[config.mk]
export PLATFORM = sky130hd
export DESIGN_NAME = alu_mc_flat
export DESIGN_NICKNAME = d
export VERILOG_FILES = /design/src/rtl/alu_pkg.sv /design/src/rtl/alu_mc_if.sv /design/src/rtl/alu_divider.sv /design/src/rtl/alu_mc.sv /design/src/flat_wrapper.sv
export SDC_FILE = /design/constraint.sdc
export NUM_CORES = 2
export LEC_CHECK = 0
export BUFFER_PORTS_ARGS = -buffer_cell sky130_fd_sc_hd__buf_2
export CAP_MARGIN = 20
export CORE_UTILIZATION = 30
export DETAILED_ROUTE_END_ITERATION = 7
export GPL_TIMING_DRIVEN = 0
export PLACE_DENSITY = 0.57
export SLEW_MARGIN = 20
export SYNTH_ARGS = -nofsm -noshare
export SYNTH_HDL_FRONTEND = slang
export SYNTH_HIERARCHICAL = 1
export SYNTH_SLANG_ARGS = --single-unit
[constraint.sdc]
create_clock -name i_clk -period 6.25 [get_ports i_clk]
set_input_delay 0 -clock i_clk [delete_from_list [all_inputs] [get_ports i_clk]]
set_output_delay 0 -clock i_clk [all_outputs]
set_load 0.03 [all_outputs]
[src/rtl/alu_pkg.sv]
// Shared types for the multi-cycle RV32IM ALU: op codes, FSM states and
// op-class helpers.
package alu_pkg;

  typedef enum logic [4:0] {
    ALU_ADD    = 5'd0,
    ALU_SUB    = 5'd1,
    ALU_SLT    = 5'd2,
    ALU_SLTU   = 5'd3,
    ALU_XOR    = 5'd4,
    ALU_OR     = 5'd5,
    ALU_AND    = 5'd6,
    ALU_SLL    = 5'd7,
    ALU_SRL    = 5'd8,
    ALU_SRA    = 5'd9,
    ALU_MUL    = 5'd16,
    ALU_MULH   = 5'd17,
    ALU_MULHSU = 5'd18,
    ALU_MULHU  = 5'd19,
    ALU_DIV    = 5'd20,
    ALU_DIVU   = 5'd21,
    ALU_REM    = 5'd22,
    ALU_REMU   = 5'd23
  } alu_op_e;

  typedef enum logic [1:0] {
    ST_IDLE = 2'd0,
    ST_MUL  = 2'd1,
    ST_DIV  = 2'd2
  } alu_state_e;

  function automatic logic is_mul(input logic [4:0] op);
    return (op >= 5'd16) && (op <= 5'd19);
  endfunction

  function automatic logic is_div(input logic [4:0] op);
    return (op >= 5'd20) && (op <= 5'd23);
  endfunction

endpackage

[src/rtl/alu_mc_if.sv]
// Request/result bus of alu_mc: the core drives the request side (master),
// the ALU drives ready/valid/result (slave).
interface alu_mc_if #(
  parameter int XLEN = 32
) ();
  logic            i_valid;
  logic            o_ready;
  logic [XLEN-1:0] i_op_a;
  logic [XLEN-1:0] i_op_b;
  logic [4:0]      i_alu_op;
  logic            o_valid;
  logic [XLEN-1:0] o_alu_data;
  logic            o_busy;

  modport master (
    output i_valid, i_op_a, i_op_b, i_alu_op,
    input  o_ready, o_valid, o_alu_data, o_busy
  );

  modport slave (
    input  i_valid, i_op_a, i_op_b, i_alu_op,
    output o_ready, o_valid, o_alu_data, o_busy
  );
endinterface

[src/rtl/alu_divider.sv]
// Iterative restoring divider: XLEN steps on magnitudes, signs and the
// divide-by-zero case fixed combinationally on the last step.
module alu_divider
  import alu_pkg::*;
#(
  parameter int XLEN = 32
) (
  input  logic            clk_i,
  input  logic            rst_i,
  input  logic            start_i,
  input  logic            signed_i,
  input  logic            rem_i,
  input  logic [XLEN-1:0] dividend_i,
  input  logic [XLEN-1:0] divisor_i,
  output logic            done_o,
  output logic [XLEN-1:0] result_o
);
  localparam int CW = $clog2(XLEN) + 1;

  logic            busy_q;
  logic [CW-1:0]   cnt_q;
  logic [XLEN-1:0] rem_q, quo_q, dvs_q, orig_q;
  logic            qneg_q, rneg_q, want_rem_q, div0_q;

  logic            dvd_neg, dvs_neg, ge;
  logic [XLEN:0]   shifted, diff;
  logic [XLEN-1:0] rem_n, quo_n, q_fin, r_fin;

  assign dvd_neg = signed_i && dividend_i[XLEN-1];
  assign dvs_neg = signed_i && divisor_i[XLEN-1];

  // One restoring step: shift next dividend bit into the partial remainder
  // and keep the subtraction only if it did not borrow.
  always_comb begin
    shifted = {rem_q, quo_q[XLEN-1]};
    diff    = shifted - {1'b0, dvs_q};
    ge      = ~diff[XLEN];
    rem_n   = ge ? diff[XLEN-1:0] : shifted[XLEN-1:0];
    quo_n   = {quo_q[XLEN-2:0], ge};
    q_fin   = qneg_q ? -quo_n : quo_n;
    r_fin   = rneg_q ? -rem_n : rem_n;
    if (div0_q) begin
      q_fin = '1;
      r_fin = orig_q;
    end
    result_o = want_rem_q ? r_fin : q_fin;
  end

  assign done_o = busy_q && (cnt_q == CW'(1));

  always_ff @(posedge clk_i) begin
    if (rst_i) begin
      busy_q     <= 1'b0;
      cnt_q      <= '0;
      rem_q      <= '0;
      quo_q      <= '0;
      dvs_q      <= '0;
      orig_q     <= '0;
      qneg_q     <= 1'b0;
      rneg_q     <= 1'b0;
      want_rem_q <= 1'b0;
      div0_q     <= 1'b0;
    end else if (start_i) begin
      busy_q     <= 1'b1;
      cnt_q      <= CW'(XLEN);
      rem_q      <= '0;
      quo_q      <= dvd_neg ? -dividend_i : dividend_i;
      dvs_q      <= dvs_neg ? -divisor_i : divisor_i;
      orig_q     <= dividend_i;
      qneg_q     <= dvd_neg ^ dvs_neg;
      rneg_q     <= dvd_neg;
      want_rem_q <= rem_i;
      div0_q     <= (divisor_i == '0);
    end else if (busy_q) begin
      rem_q <= rem_n;
      quo_q <= quo_n;
      cnt_q <= cnt_q - 1'b1;
      if (cnt_q == CW'(1)) busy_q <= 1'b0;
    end
  end
endmodule

[src/rtl/alu_mc.sv]
// Multi-cycle RV32IM execute ALU: base ops in 1 cycle, M-extension ops on an
// iterative datapath. Define ALU_FAST_MUL_EN for a single-cycle multiplier.
module alu_mc
  import alu_pkg::*;
#(
  parameter int XLEN = 32
) (
  input logic     i_clk,
  input logic     i_reset,
  alu_mc_if.slave bus
);
  localparam int SHAMT_W = $clog2(XLEN);
  localparam int CW      = $clog2(XLEN) + 1;

  localparam logic [1:0] S_IDLE = ST_IDLE;
  localparam logic [1:0] S_MUL  = ST_MUL;
  localparam logic [1:0] S_DIV  = ST_DIV;

  logic [1:0]         state_q, state_d;
  logic [CW-1:0]      cnt_q, cnt_d;
  logic               valid_q, valid_d;
  logic [XLEN-1:0]    data_q, data_d;

  logic [4:0]         op;
  logic [XLEN-1:0]    a, b, base_res;
  logic [SHAMT_W-1:0] shamt;
  logic               accept, dv_start, dv_done;
  logic [XLEN-1:0]    dv_res;

  assign op     = bus.i_alu_op;
  assign a      = bus.i_op_a;
  assign b      = bus.i_op_b;
  assign shamt  = b[SHAMT_W-1:0];
  assign accept = bus.i_valid && (state_q == S_IDLE);

`ifdef ALU_FAST_MUL_EN
  logic signed [XLEN:0]     fa, fb;
  logic signed [2*XLEN+1:0] fprod;
  assign fa    = {((op == ALU_MULH) || (op == ALU_MULHSU)) && a[XLEN-1], a};
  assign fb    = {(op == ALU_MULH) && b[XLEN-1], b};
  assign fprod = fa * fb;
`endif

  always_comb begin
    base_res = '0;
    case (op)
      ALU_ADD:  base_res = a + b;
      ALU_SUB:  base_res = a - b;
      ALU_SLT:  base_res = {{(XLEN-1){1'b0}}, $signed(a) < $signed(b)};
      ALU_SLTU: base_res = {{(XLEN-1){1'b0}}, a < b};
      ALU_XOR:  base_res = a ^ b;
      ALU_OR:   base_res = a | b;
      ALU_AND:  base_res = a & b;
      ALU_SLL:  base_res = a << shamt;
      ALU_SRL:  base_res = a >> shamt;
      ALU_SRA:  base_res = $signed(a) >>> shamt;
      default:  base_res = '0;
    endcase
`ifdef ALU_FAST_MUL_EN
    if (is_mul(op)) base_res = (op == ALU_MUL) ? fprod[XLEN-1:0] : fprod[2*XLEN-1:XLEN];
`endif
  end

`ifndef ALU_FAST_MUL_EN
  // Shift-add multiplier on magnitudes; low half of prod_q starts as the
  // multiplier and is consumed one bit per step.
  logic [2*XLEN-1:0] prod_q, prod_nx, prod_fin;
  logic [XLEN-1:0]   mcand_q, mag_a, mag_b, mul_res;
  logic              mneg_q, mhi_q, a_neg, b_neg;
  logic [XLEN:0]     psum;

  always_comb begin
    a_neg    = ((op == ALU_MULH) || (op == ALU_MULHSU)) && a[XLEN-1];
    b_neg    = (op == ALU_MULH) && b[XLEN-1];
    mag_a    = a_neg ? -a : a;
    mag_b    = b_neg ? -b : b;
    psum     = {1'b0, prod_q[2*XLEN-1:XLEN]} + (prod_q[0] ? {1'b0, mcand_q} : '0);
    prod_nx  = {psum, prod_q[XLEN-1:1]};
    prod_fin = mneg_q ? -prod_nx : prod_nx;
    mul_res  = mhi_q ? prod_fin[2*XLEN-1:XLEN] : prod_fin[XLEN-1:0];
  end

  always_ff @(posedge i_clk) begin
    if (i_reset) begin
      prod_q  <= '0;
      mcand_q <= '0;
      mneg_q  <= 1'b0;
      mhi_q   <= 1'b0;
    end else if (accept && is_mul(op)) begin
      prod_q  <= {{XLEN{1'b0}}, mag_b};
      mcand_q <= mag_a;
      mneg_q  <= a_neg ^ b_neg;
      mhi_q   <= (op != ALU_MUL);
    end else if (state_q == S_MUL) begin
      prod_q  <= prod_nx;
    end
  end
`endif

  assign dv_start = accept && is_div(op);

  alu_divider #(.XLEN(XLEN)) u_div (
    .clk_i      (i_clk),
    .rst_i      (i_reset),
    .start_i    (dv_start),
    .signed_i   ((op == ALU_DIV) || (op == ALU_REM)),
    .rem_i      ((op == ALU_REM) || (op == ALU_REMU)),
    .dividend_i (a),
    .divisor_i  (b),
    .done_o     (dv_done),
    .result_o   (dv_res)
  );

  always_comb begin
    state_d = state_q;
    cnt_d   = cnt_q;
    valid_d = 1'b0;
    data_d  = data_q;
    case (state_q)
      S_IDLE: if (accept) begin
        if (is_div(op)) begin
          state_d = S_DIV;
          cnt_d   = CW'(XLEN);
`ifndef ALU_FAST_MUL_EN
        end else if (is_mul(op)) begin
          state_d = S_MUL;
          cnt_d   = CW'(XLEN);
`endif
        end else begin
          valid_d = 1'b1;
          data_d  = base_res;
        end
      end
`ifndef ALU_FAST_MUL_EN
      S_MUL: begin
        cnt_d = cnt_q - 1'b1;
        if (cnt_q == CW'(1)) begin
          state_d = S_IDLE;
          valid_d = 1'b1;
          data_d  = mul_res;
        end
      end
`endif
      S_DIV: begin
        cnt_d = cnt_q - 1'b1;
        if (dv_done) begin
          state_d = S_IDLE;
          valid_d = 1'b1;
          data_d  = dv_res;
        end
      end
      default: state_d = S_IDLE;
    endcase
  end

  always_ff @(posedge i_clk) begin
    if (i_reset) begin
      state_q <= S_IDLE;
      cnt_q   <= '0;
      valid_q <= 1'b0;
      data_q  <= '0;
    end else begin
      state_q <= state_d;
      cnt_q   <= cnt_d;
      valid_q <= valid_d;
      data_q  <= data_d;
    end
  end

  assign bus.o_ready    = (state_q == S_IDLE);
  assign bus.o_busy     = (state_q != S_IDLE);
  assign bus.o_valid    = valid_q;
  assign bus.o_alu_data = data_q;
endmodule

[src/flat_wrapper.sv]
// flat-port wrapper written by rule: the top's interface ports become plain ports
module alu_mc_flat import alu_pkg::*;
#(
  parameter int XLEN = 32
)
  (i_clk, i_reset, bus_i_valid, bus_i_op_a, bus_i_op_b, bus_i_alu_op, bus_o_ready, bus_o_valid, bus_o_alu_data, bus_o_busy);
  alu_mc_if #(.XLEN(XLEN)) bus_i ();
  input logic i_clk;
  input logic i_reset;
  input wire logic [$bits(bus_i.i_valid)-1:0] bus_i_valid;
  input wire logic [$bits(bus_i.i_op_a)-1:0] bus_i_op_a;
  input wire logic [$bits(bus_i.i_op_b)-1:0] bus_i_op_b;
  input wire logic [$bits(bus_i.i_alu_op)-1:0] bus_i_alu_op;
  output wire logic [$bits(bus_i.o_ready)-1:0] bus_o_ready;
  output wire logic [$bits(bus_i.o_valid)-1:0] bus_o_valid;
  output wire logic [$bits(bus_i.o_alu_data)-1:0] bus_o_alu_data;
  output wire logic [$bits(bus_i.o_busy)-1:0] bus_o_busy;
  assign bus_i.i_valid = bus_i_valid;
  assign bus_i.i_op_a = bus_i_op_a;
  assign bus_i.i_op_b = bus_i_op_b;
  assign bus_i.i_alu_op = bus_i_alu_op;
  assign bus_o_ready = bus_i.o_ready;
  assign bus_o_valid = bus_i.o_valid;
  assign bus_o_alu_data = bus_i.o_alu_data;
  assign bus_o_busy = bus_i.o_busy;
  alu_mc #(.XLEN(XLEN)) u_core (.i_clk(i_clk), .i_reset(i_reset), .bus(bus_i));
endmodule
# After elaboration in Yosys (flattened, before gate mapping)
# Index checks and enable logic that the tools add are counted.
[word_totals]
ff_bits = 278
output_inout_bits = 35
[classes]
n_addsub = 11
n_lt_le_gt_ge = 6
n_eq_ne = 25
n_shift = 3
n_mux = 45
n_bitwise = 6
n_reduce_logical = 27
[ops]
columns = ["operator", "n"]
rows = [
  ["32-bit 2-to-1 mux", 21],
  ["32-bit case mux with 10 select lines", 1],
  ["32-bit negation", 4],
  ["32-bit case mux with 3 select lines", 1],
  ["32-bit less-than comparator", 2],
  ["64-bit 2-to-1 mux", 1],
  ["64-bit negation", 1],
  ["32-bit by 32-bit adder with 33-bit output", 1],
  ["33-bit by 32-bit subtractor with 33-bit output", 1],
  ["32-bit adder", 1],
  ["32-bit bitwise AND", 1],
  ["32-bit zero test", 1],
  ["32-bit OR", 1],
  ["32-bit by 5-bit left shift with 32-bit output", 1],
  ["32-bit by 5-bit >> shifter with 32-bit output", 1],
  ["32-bit by 5-bit >>> shifter with 32-bit output", 1],
  ["32-bit subtractor", 1],
  ["32-bit XOR", 1],
  ["6-bit 2-to-1 mux", 5],
  ["5-bit equality test, second input constant", 5],
  ["5-bit by 3-bit equality test with 1-bit output, second input constant", 4],
  ["6-bit by 1-bit equality test with 1-bit output, second input constant", 2],
  ["6-bit case mux with 2 select lines", 1],
  ["6-bit by 1-bit subtractor with 6-bit output, second input constant", 2],
  ["other kinds (27)", 62],
]

# Logic depth before layout (Yosys ltp)
[logic_depth]
ltp_word = 8
ltp_mapped = 30
ltp_nobuf = 27

# Cells and area by module
# The synthesis kept the hierarchy.
[by_module_without_submodules]
columns = ["module", "instances", "cells_per_inst", "area_per_inst_um2"]
rows = [
  ["alu_mc", 1, 2652, 19017.0],
  ["alu_divider", 1, 1476, 11100.6],
]

# Worst setup path before layout
# No wires, ideal clock.
[synth_path]
path_type = "register to register"
from = "register u_core.u_div.quo_q[31]"
to = "register u_core.data_q[28] (netlist: u_core/bus.o_alu_data[28])"
setup_ns = 0.086
t_arrival_ns = 5.918
setup_slack_ns = 0.246
stages_incl_launch_ff = 28
path_buffers = 2
synth_period_minus_slack_ns = 6.004
cell_sequence = "dfxtp_1 inv_1 ha_1 inv_1 fa_1 a211oi_1 o31ai_2 o2111ai_1 a211oi_2 nor3_2 nor2_1 inv_1 buf_1 buf_1 ha_1 nand2_1 or3_4 or4_1 or2_1 or4_4 o41ai_1 xnor2_1 o22ai_1 a211oi_1 nand2_1 o21ai_0 a32oi_1 a211oi_1"
[synth_between]
elab_chain_len = 8
[synth_lines]
columns = ["element", "line", "source"]
rows = [
  ["from (decl)", "alu_divider.sv:22", "logic [XLEN-1:0] rem_q, quo_q, dvs_q, orig_q;"],
  ["from (signal assigned)", "alu_divider.sv:67", "quo_q <= dvd_neg ? -dividend_i : dividend_i;"],
  ["from (signal assigned)", "alu_divider.sv:76", "quo_q <= quo_n;"],
  ["33-bit by 32-bit subtractor with 33-bit output", "alu_divider.sv:36", "diff = shifted - {1'b0, dvs_q};"],
  ["32-bit 2-to-1 mux / 1-bit NOT (equally long branches)", "alu_divider.sv:38, alu_divider.sv:37", ""],
  ["32-bit negation, on equally long branches", "alu_divider.sv:41, alu_divider.sv:40", ""],
  ["32-bit 2-to-1 mux, on equally long branches", "alu_divider.sv:41, alu_divider.sv:40", ""],
  ["32-bit 2-to-1 mux", "alu_divider.sv:42", "if (div0_q) begin"],
  ["32-bit 2-to-1 mux (*)", "alu_divider.sv:46", "result_o = want_rem_q ? r_fin : q_fin;"],
  ["named net u_core.dv_res[28]", "alu_mc.sv:28", "logic [XLEN-1:0] dv_res;"],
  ["32-bit 2-to-1 mux (*)", "alu_mc.sv:146", "if (dv_done) begin"],
  ["32-bit case mux with 3 select lines (*)", "alu_mc.sv:119", "case (state_q)"],
  ["to (signal assigned)", "alu_mc.sv:166", "data_q <= data_d;"],
  ["to (decl)", "alu_mc.sv:22", "logic [XLEN-1:0] data_q, data_d;"],
]
# The timed path passes the listed nets; every way through them passes the cells marked *. The select of a mux whose other input is x is not followed.
# A chain may end at the register's enable or synchronous reset.

# Worst setup path after layout
[layout_path]
from = "register u_core.u_div.dvs_q[5]"
to = "register u_core.data_q[26] (netlist: u_core/bus.o_alu_data[26])"
[layout_between]
elab_chain_len = 8
[layout_lines]
columns = ["element", "line", "source"]
rows = [
  ["from (decl)", "alu_divider.sv:22", ""],
  ["from (signal assigned)", "alu_divider.sv:68", "dvs_q <= dvs_neg ? -divisor_i : divisor_i;"],
  ["33-bit by 32-bit subtractor with 33-bit output (*)", "alu_divider.sv:36", ""],
  ["32-bit 2-to-1 mux / 1-bit NOT (equally long branches)", "alu_divider.sv:38, alu_divider.sv:37", ""],
  ["32-bit negation, on equally long branches", "alu_divider.sv:41, alu_divider.sv:40", ""],
  ["32-bit 2-to-1 mux, on equally long branches", "alu_divider.sv:41, alu_divider.sv:40", ""],
  ["32-bit 2-to-1 mux", "alu_divider.sv:42", ""],
  ["32-bit 2-to-1 mux (*)", "alu_divider.sv:46", ""],
  ["named net u_core.dv_res[26]", "alu_mc.sv:28", ""],
  ["32-bit 2-to-1 mux (*)", "alu_mc.sv:146", ""],
  ["32-bit case mux with 3 select lines (*)", "alu_mc.sv:119", ""],
]
# Marks and branches as above.

==> metrics.md <==
| Metric | Value |
|---|---|
| Outcome | complete, no violations |
| Reg2reg path depth | 25 |
| CTS tree | done |
| Routability cong. | 1.03 |
| Clock slew at reported path FFs | 0.06 ns |
| Crit path kind | flip-flop to flip-flop |
| Switching power | approximately 3 mW |
| Final hold violations | 0 |
| Initial DRC count | 4332 |
| Worst path arrival time | 6.63 ns |
| Initial Utilization | between 30% and 40% |
| Global-route wire length before repair | between 200000 and 250000 um |
| CTS H-Tree Depth | 2 |
| Setup WS pre-CTS | -2.34 ns |
| Comb pwr share | about 42% |
| Grt ovf | 0 |
| CTS Buf Count | 36 |
| Largest cells by area after synthesis | dfxtp_1 (18%), ha_1 (7.3%), nor2_1 (7.3%), xnor2_1 (5.7%), mux2i_1 (5.6%) |
| # nets final | about 4600 |
| F_max | 163 MHz |
| Worst reg2reg setup slack | just under 0.1 ns |
| Die Footprint | 0.102 mm^2 |
| Setup crit end | u_core/bus.o_alu_data[26] |
| Setup ws final | between 0.09 and 0.1 ns |
| DR pass1 iterations | 6 |
| Synth area leader | dfxtp_1 |
| Reg2reg start | u_core/u_div/dvs_q[5] |
| I/O pin cnt | around 110 |
| Vias | between 30000 and 40000 |
| Post-synthesis area per instance | between 7 and 8 um^2 |
| Max Cap Viol | 0 |
| Int Power | just over 4 mW |
| Power, Total | 7.02 mW |
| Nature of the critical path startpoint | flip-flop |
| Area Overhead vs Synth | 14.6% |
| # port buffers | roughly 100 |
| Max VDD drop | about 0.2 mV |
| Wire length per cell | ~29 um |
| Tcrit/Tclk final | a little over nine tenths |
| Syn Inst Count | roughly 4100 |
| Syn_nets | 4380 |
| Reg-to-reg critical path endpoint | u_core/bus.o_alu_data[26] |
| Critical Path RT | around 6.7 ns |
| Slew Viols, Final | 0 |
| Switch share | between 40% and 50% |
| Number of flops mapped to enable cells by yosys | 0 |
| Synth warn | 6 |
| Post-synth top area share | 18.5% |
| Vias per cell | between 6 and 7 |
| Lkg Pwr | between 10 and 15 nW |
| Hold Crit Class | primary input to flip-flop |
| Std cell rows | 115 |
| Initial antenna violation count | 5 |
| Max Fanout on Critical Path | 10 |
| # setup viols final | 0 |
| Synth Flop Type | dfxtp_1 |
| TritonCTS sink count | roughly 280 |
| Synth Cell Area | 0.0301 mm^2 |
| Chip width | 319 um |
| Global-route usage over all layers | 31.3% |
| Skew final | ~0.030 ns |
| Worst slew pin tran | approximately 1.2 ns |
| Crit end category | flip-flop |
| Post-synthesis cell type count | 96 |
| Final min period | approximately 6.2 ns |
| Max-slew headroom | around 18% |
| Clock buffer depth | 3 |
| Layout cells sized above 1 | 8.51% |
| Vias in the first global route | 31800 |
| Sequential fraction of the synthesis area | between 10% and 20% |
| DPL Wire Length | 133000 um |
| Clock root cell | clkbuf_16 |
| CORE AREA | between 0.09 and 0.1 mm^2 |
| Pin count of the biggest net entering global routing | 18 |
| Asr flop ratio synth | 0% |
| Worst skew pair latency | between 0.5 and 0.6 ns |
| PwrDens | ~200 mW/mm^2 |
| Hold path cells | 3 |
| Critical path origin | u_core/u_div/dvs_q[5] |
| # DRC | 0 |
| Total wire length | between 150000 and 200000 um |
| Post-route ant nets | 0 |
| Die H | 319 um |
| Share of power burned in registers | 27.5% |
| #FFs+latches synth | approximately 280 |
| Clock power share | between 30% and 40% |
stage by stage:
stage          hold slack [ns]  utilization [%]  setup TNS, ns  instance area, um^2  instances
2_1_floorplan            0.136                -              0                30100       4128
6_report                0.0233             34.9              0                34500       5661
5_1_grt                 0.0229             34.9        -0.0266                34500       5658
3_3_place_gp             0.416             32.6         -24.58                32200       5519
4_1_cts                0.00425             34.6              0                34200       5641
3_5_place_dp             0.421             32.7         -25.42                32300       5522
power groups by stage:
| stage | registers (mW) | clock network [mW] | logic [mW] |
|---|---|---|---|
| 5_1_grt | 1.94 | 2.23 | 3.10 |
| 6_report | 1.93 | 2.13 | 2.96 |
| 3_5_place_dp | 1.97 | 0 | 2.61 |
| 4_1_cts | 1.93 | 2.16 | 2.73 |
| 3_3_place_gp | 1.96 | 0 | 2.62 |
| 2_1_floorplan | 1.97 | 0 | 1.66 |
timing repair:
item	in CTS	in global routing
setup buffers	6	19
pin swaps	13	19
cloned	0	1
resized for setup	49	33
endpoints found under the setup margin	23	19
hold buffers	49	0
endpoints found under the hold margin	60	0
sequential cells by signal, indices dropped and copies added, names as in the netlist:
register	count
u_core/bus.o_valid	1
u_core/u_div/rem_q	32
u_core/u_div/want_rem_q	1
u_core/u_div/div0_q	1
u_core/u_div/rneg_q	1
u_core/state_q	2
u_core/u_div/quo_q	32
u_core/mneg_q	1
u_core/mhi_q	1
u_core/u_div/busy_q	1
u_core/u_div/cnt_q	6
u_core/u_div/dvs_q	32
u_core/u_div/orig_q	32
u_core/cnt_q	6
u_core/bus.o_alu_data	32
u_core/prod_q	64
u_core/u_div/qneg_q	1
u_core/mcand_q	32
Yosys cell counts, drive strengths merged, types with 18 or more instances:
| cell type | n |
|---|---|
| nor2 | 582 |
| a21oi | 320 |
| nand2 | 311 |
| dfxtp | 278 |
| o21ai | 260 |
| clkbuf | 243 |
| a211oi | 208 |
| xnor2 | 196 |
| inv | 177 |
| ha | 176 |
| mux2i | 167 |
| nor3 | 98 |
| xor2 | 95 |
| o31ai | 72 |
| nand3 | 67 |
| and2 | 54 |
| buf | 54 |
| or3 | 51 |
| mux4 | 48 |
| a21o | 45 |
| nor4 | 41 |
| a31oi | 35 |
| o211ai | 35 |
| nor2b | 33 |
| a22oi | 32 |
| o41ai | 30 |
| a311oi | 29 |
| nand2b | 28 |
| a221oi | 27 |
| nand4 | 25 |
| o22ai | 23 |
| or2 | 23 |
| or4 | 20 |
| and3 | 18 |
| o21a | 18 |
| o21bai | 18 |
cells by family (layout without fill, tap and decap cells):
kind of cell               Yosys count  after routing  synth area share (%)
adders and majority gates          180            180                  7.58
AOI/OAI and AO/OA                 1295           1295                  28.7
and+or+nand+nor                   1381           1381                  21.2
muxes                              226            226                  9.55
DFF                                278            278                  18.5
xor gates and xnor gates           291            291                  8.49
buffers and inverters              477            718                  6.01
other                                0              5                     0
critical path, cell delays in order (launching register included):
cell	delay [ns]
dfxtp_1	0.44
inv_1	0.07
ha_1	0.41
nand2_1	0.13
o31ai_4	0.44
o2111ai_4	0.20
a211oi_4	0.27
o21a_1	0.14
buf_4	0.21
nor2_4	0.08
inv_4	0.09
buf_12	0.13
ha_2	0.18
nand2_2	0.07
or3_4	0.40
or4_4	0.43
or2_4	0.25
or4_4	0.53
buf_4	0.16
o21ai_0	0.20
xnor2_1	0.16
o22ai_1	0.14
a21oi_2	0.29
and2_1	0.17
o21ai_1	0.12
a311oi_1	0.31
worst min-delay path by stage:
stage / endpoint / from / slack, ns
3_3_place_gp: u_core/u_div/dvs_q[1] / bus_i_op_b[1] / 0.42
3_5_place_dp: u_core/u_div/dvs_q[1] / bus_i_op_b[1] / 0.42
5_1_grt: u_core/u_div/orig_q[5] / bus_i_op_a[5] / 0.02
4_1_cts: u_core/u_div/orig_q[28] / bus_i_op_a[28] / 0.004
2_1_floorplan: u_core/mcand_q[0] / bus_i_op_a[0] / 0.14
6_report: u_core/u_div/orig_q[5] / bus_i_op_a[5] / 0.02
placed cells by master (no fill, tap or decap), types with 50 or more instances in the layout:
cell type and instances:
xnor2_1 194, dfxtp_1 276, nand3_1 66, o21ai_0 246, xor2_1 95, nor2_1 580, and2_1 53, nor3_1 94
or3_1 50, nand2_1 310, a211oi_1 200, o31ai_1 67, inv_1 176, ha_1 174, mux2i_1 166, a21oi_1 313
clkbuf_1 250, buf_2 115
final cells by class:
cell class                 instances  area (um^2)
antenna                            5         12.5
buffer                           293         1150
clock buffer                      50          993
clock inverter                    14          181
fill                           10600        64400
inverter                         180          678
multi-input combinational       3373        23100
sequential                       278         5570
tap                             1287         1610
timing repair buffer             181         1240
routing by layer:
layer,up-vias,wire [um],GRT usage (%)
met2,1964,68500,45.8
met3,349,16500,6.29
met5,-,12,0
met1,16800,72200,43.5
met4,2,8870,15.2
li1,15500,-,-
(Power assumes the default switching activity.)
